File: config.mk
export PLATFORM = sky130hd
export DESIGN_NAME = hilo_mul_ctrl
export DESIGN_NICKNAME = d
export VERILOG_FILES = /design/src/rtl/hilo_mul_ctrl.sv
export SDC_FILE = /design/constraint.sdc
export NUM_CORES = 1
export LEC_CHECK = 0
export ABC_CLOCK_PERIOD_IN_PS = 11700
export CORE_MARGIN = 2
export CORE_UTILIZATION = 50
export CTS_BUF_LIST = sky130_fd_sc_hd__clkbuf_16
export CTS_CLUSTER_SIZE = 28
export DETAILED_ROUTE_END_ITERATION = 7
export PLACE_DENSITY = 0.76
export RECOVER_POWER = 25
export SETUP_SLACK_MARGIN = 0.3
export SYNTH_ARGS = -nofsm -noshare
export SYNTH_HDL_FRONTEND = slang
export SYNTH_SLANG_ARGS = --single-unit
File: constraint.sdc
create_clock -name clk -period 11.7 [get_ports clk]
set_input_delay 2.34 -clock clk [delete_from_list [all_inputs] [get_ports clk]]
set_output_delay 2.34 -clock clk [all_outputs]
set_load 0.1 [all_outputs]
File: src/rtl/hilo_mul_ctrl.sv
// HI/LO register pair with a radix-2 shift-add sequencer for MULTU.
// One multiplier bit is retired per cycle; a stall holds dependent reads until commit.
module hilo_mul_ctrl #(
   parameter int WIDTH = 32
) (
   input  logic             clk,
   input  logic             rst,
   input  logic             start,
   input  logic [WIDTH-1:0] a,
   input  logic [WIDTH-1:0] b,
   input  logic             abort,
   input  logic             rd_hi_req,
   input  logic             rd_lo_req,
   output logic [WIDTH-1:0] hi,
   output logic [WIDTH-1:0] lo,
   output logic             busy,
   output logic             done,
   output logic             stall
);

   localparam int CNT_W = (WIDTH > 1) ? $clog2(WIDTH) : 1;

   typedef enum logic {IDLE, MUL} state_t;

   state_t             state_q, state_d;
   logic [WIDTH-1:0]   mcand_q, mcand_d;
   logic [WIDTH-1:0]   mplier_q, mplier_d;
   logic [WIDTH:0]     acc_q, acc_d;
   logic [CNT_W-1:0]   cnt_q, cnt_d;
   logic [WIDTH-1:0]   hi_q, hi_d;
   logic [WIDTH-1:0]   lo_q, lo_d;
   logic               done_q, done_d;
   logic [WIDTH:0]     sum;

   always_ff @(posedge clk or posedge rst) begin
      if (rst) begin
         state_q  <= IDLE;
         mcand_q  <= '0;
         mplier_q <= '0;
         acc_q    <= '0;
         cnt_q    <= '0;
         hi_q     <= '0;
         lo_q     <= '0;
         done_q   <= 1'b0;
      end else begin
         state_q  <= state_d;
         mcand_q  <= mcand_d;
         mplier_q <= mplier_d;
         acc_q    <= acc_d;
         cnt_q    <= cnt_d;
         hi_q     <= hi_d;
         lo_q     <= lo_d;
         done_q   <= done_d;
      end
   end

   always_comb begin
      state_d  = state_q;
      mcand_d  = mcand_q;
      mplier_d = mplier_q;
      acc_d    = acc_q;
      cnt_d    = cnt_q;
      hi_d     = hi_q;
      lo_d     = lo_q;
      done_d   = 1'b0;
      // acc never exceeds WIDTH bits between steps, so the WIDTH+1 sum holds the carry
      sum      = acc_q + (mplier_q[0] ? {1'b0, mcand_q} : '0);

      case (state_q)
         IDLE: begin
            if (start && !abort) begin
               mcand_d  = a;
               mplier_d = b;
               acc_d    = '0;
               cnt_d    = '0;
               state_d  = MUL;
            end
         end
         MUL: begin
            if (abort) begin
               state_d = IDLE;
            end else begin
               // shift {sum, mplier} right: carry lands in acc MSB, sum LSB enters mplier
               acc_d    = {1'b0, sum[WIDTH:1]};
               mplier_d = {sum[0], mplier_q[WIDTH-1:1]};
               cnt_d    = cnt_q + CNT_W'(1);
               if (cnt_q == CNT_W'(WIDTH - 1)) begin
                  hi_d    = acc_d[WIDTH-1:0];
                  lo_d    = mplier_d;
                  cnt_d   = '0;
                  done_d  = 1'b1;
                  state_d = IDLE;
               end
            end
         end
         default: state_d = IDLE;
      endcase
   end

   assign hi    = hi_q;
   assign lo    = lo_q;
   assign busy  = (state_q == MUL);
   assign done  = done_q;
   assign stall = busy & (rd_hi_req | rd_lo_req | start);

endmodule

==> qor.yml <==
finalHoldViolCount: 0
r2r-start: "mplier_q[0]"
place.gp.congestion: 0.907
worstMarginPinSlew_ns: 3.55
die_x_um: 133
period_share: 0.565
core_area_mm2: 0.0164
crit_start: "start"
final_cell_mix: "dfrtp_1 (166), clkdlybuf4s50_1 (134), nand2_1 (117)"
setup.worst_path.class: "in -> out"
rsz0062_at_grt: "false"
ios: 137
first_iter_violations: 329
layout.nets: 1018
synth_edf_count: 0
syn2layout_area_growth_pct: 25.8
leakagePower_nw: 4.69
drv_slew: 118
finalSetupViolations: 0
drv_cap: 2
finalSetupTns_ns: 0
slew-limit-headroom: -1.38
worstPathArrival_ns: 4.27
synth_nets: 898
fp.dieH_um: 133
start_kind: "input port"
cts_root_buffer: "clkbuf_16"
yosysSeqAreaShare: 0.505
outcome: "finished with violations"
htree_num_levels: 4
port_buffers: 136
r2r_setup_slack_ns: 8.27
dr.pass1.iters: 4
ctsResizeCount: 0
synthArstFlopShare: 1.00
cellPowerDensity_mw_per_mm2: 162
post_drt_wl_per_cell_um: 16.1
grt_util_all_layers: 0.217
violations: "max-capacitance violations, max-slew violations"
synth.avg_cell_area_um2: 10.4
fmax_mhz: 151
worst_setup_path_end_kind: "primary output"
synth_cells: 793
die-area_mm2: 0.0176
reg2reg_depth: 13
critical_path_required_ns: 9.36
drive_above_1_share: 0.119
instances_no_fill: 1145
grt_max_degree: 102
grt_pass1_vias: 6256
holdCritPathClass: "reg -> reg"
yosysUniqueCellTypes: 53
fillCellCount: 1348
synth_warnings: 0
mostFrequentLayoutCell: "dfrtp_1"
post_cts_buffers: 0
grt_overflow: 0
avgViaCountPerCell: 5.43
cts_buffers: 17
vias: 6218
path_clk_slew_ns: 0.06
routed_wl_mm: 18.4
crit_fanout: 3
route.detailed.drc: 0
numClockSinks: 167
hpwlAfterDp_mm: 12.3
crit_end: "stall"
diodes: 0
clock_path_buffers: 2
reg2reg_to: "acc_q[29]"
grt_pass1_wl_mm: 30.8
ant_nets: 0
rows: 47
place_inst: 1114
antenna_found_initial: 0
finClkSkew_ns: 0.00725
irDropWorstVdd_mv: 0.105
ys_ff_latch: 167
cts_tree: "yes"
fin_crit_ns: 6.61
start_util: 0.504
netlist_area_mm2: 0.00828
cts_hold_buf: 0
clk_latency_ns: 0.43
ys.flop_type: "dfrtp_1"
## cell families (layout without fill, tap and decap cells)
logic type | after synthesis | in the layout | synth area share
DFF | 167 | 167 | 0.505
buffers and inverters | 52 | 184 | 0.0248
xor gates and xnor gates | 28 | 28 | 0.0296
AOI/OAI and AO/OA | 201 | 201 | 0.143
muxes | 98 | 98 | 0.129
and+or+nand+nor | 212 | 212 | 0.115
adders and majority gates | 35 | 35 | 0.0538
## how the worst min path moves through the flow
stage                   start         to  slack [ns]  depth (start not counted)
floorplan           acc_q[29]  acc_q[29]        0.46                          2
global placement       hi[23]     hi[23]        0.46                          2
detailed placement     hi[27]     hi[27]        0.47                          2
CTS                    hi[27]     hi[27]        0.48                          2
global route            hi[0]      hi[0]        0.50                          2
finish                 hi[21]     hi[21]        0.48                          2
## critical path, stage by stage
cell             delay (ns)
dlygate4sd3_1          0.62
o31a_1                 0.18
clkdlybuf4s50_1        1.13
## routing by layer
| layer | up-vias | part of all wire | track usage |
|---|---|---|---|
| met3 | 24 | 0.036 | 0.0372 |
| li1 | 3028 | - | - |
| met5 | - | 0 | 0 |
| met1 | 3036 | 0.45 | 0.289 |
| met4 | 0 | 0.016 | 0.0729 |
| met2 | 130 | 0.50 | 0.364 |
## cell type report
class | count | area, um^2 | area share
Clock buffer | 17 | 425 | 0.0409
Inverter | 10 | 38.8 | 0.00372
Clock inverter | 14 | 183 | 0.0175
Sequential cell | 167 | 4180 | 0.401
Timing Repair Buffer | 143 | 1410 | 0.135
Multi-Input combinational cell | 574 | 3910 | 0.375
Tap cell | 220 | 275 | 0.0264
## cells in the mapped netlist, types with 3 or more instances
cell type	count	area [um^2]
dfrtp_1	167	4180
nand2_1	118	443
o21ai_0	111	556
mux2_2	66	743
a21oi_1	34	170
ha_1	34	425
and2_1	33	206
clkbuf_1	33	124
mux2i_1	32	320
nor2_1	25	93.8
xor2_1	15	131
xnor2_1	13	114
a21o_1	12	90.1
inv_1	9	33.8
nand3_1	8	40.0
buf_1	6	22.5
a22o_1	5	43.8
a31oi_1	5	31.3
nand2b_1	5	31.3
nor3_1	5	25.0
nand4_1	4	25.0
nor2b_1	4	25.0
a22oi_1	3	22.5
o21bai_1	3	22.5
o31a_1	3	26.3
o31ai_1	3	22.5
or3_1	3	18.8
## flip-flops by register name (all words and copies together) (netlist names)
name	cells
acc_q	32
busy	1
cnt_q	5
done	1
hi	32
lo	32
mcand_q	32
mplier_q	32
## metrics by stage
stage	worst slack (ns)	hold slack (ns)	instance area (um^2)	power, mW	util
3_5_place_dp	5.16	0.470	9820	1.11	0.599
5_1_grt	5.05	0.503	10400	1.77	0.635
6_report	5.09	0.476	10400	1.68	0.635
3_3_place_gp	5.21	0.462	9820	1.09	0.599
4_1_cts	5.16	0.485	10400	1.70	0.636
2_1_floorplan	4.84	0.455	8280	0.997	-
## power by group
part	switching (mW)	leakage (nW)	internal [mW]
logic	0.229	2.19	0.167
clock network	0.228	0.296	0.354
registers	0.0475	2.20	0.656
Note: power is estimated with default switching activity, not from simulation.
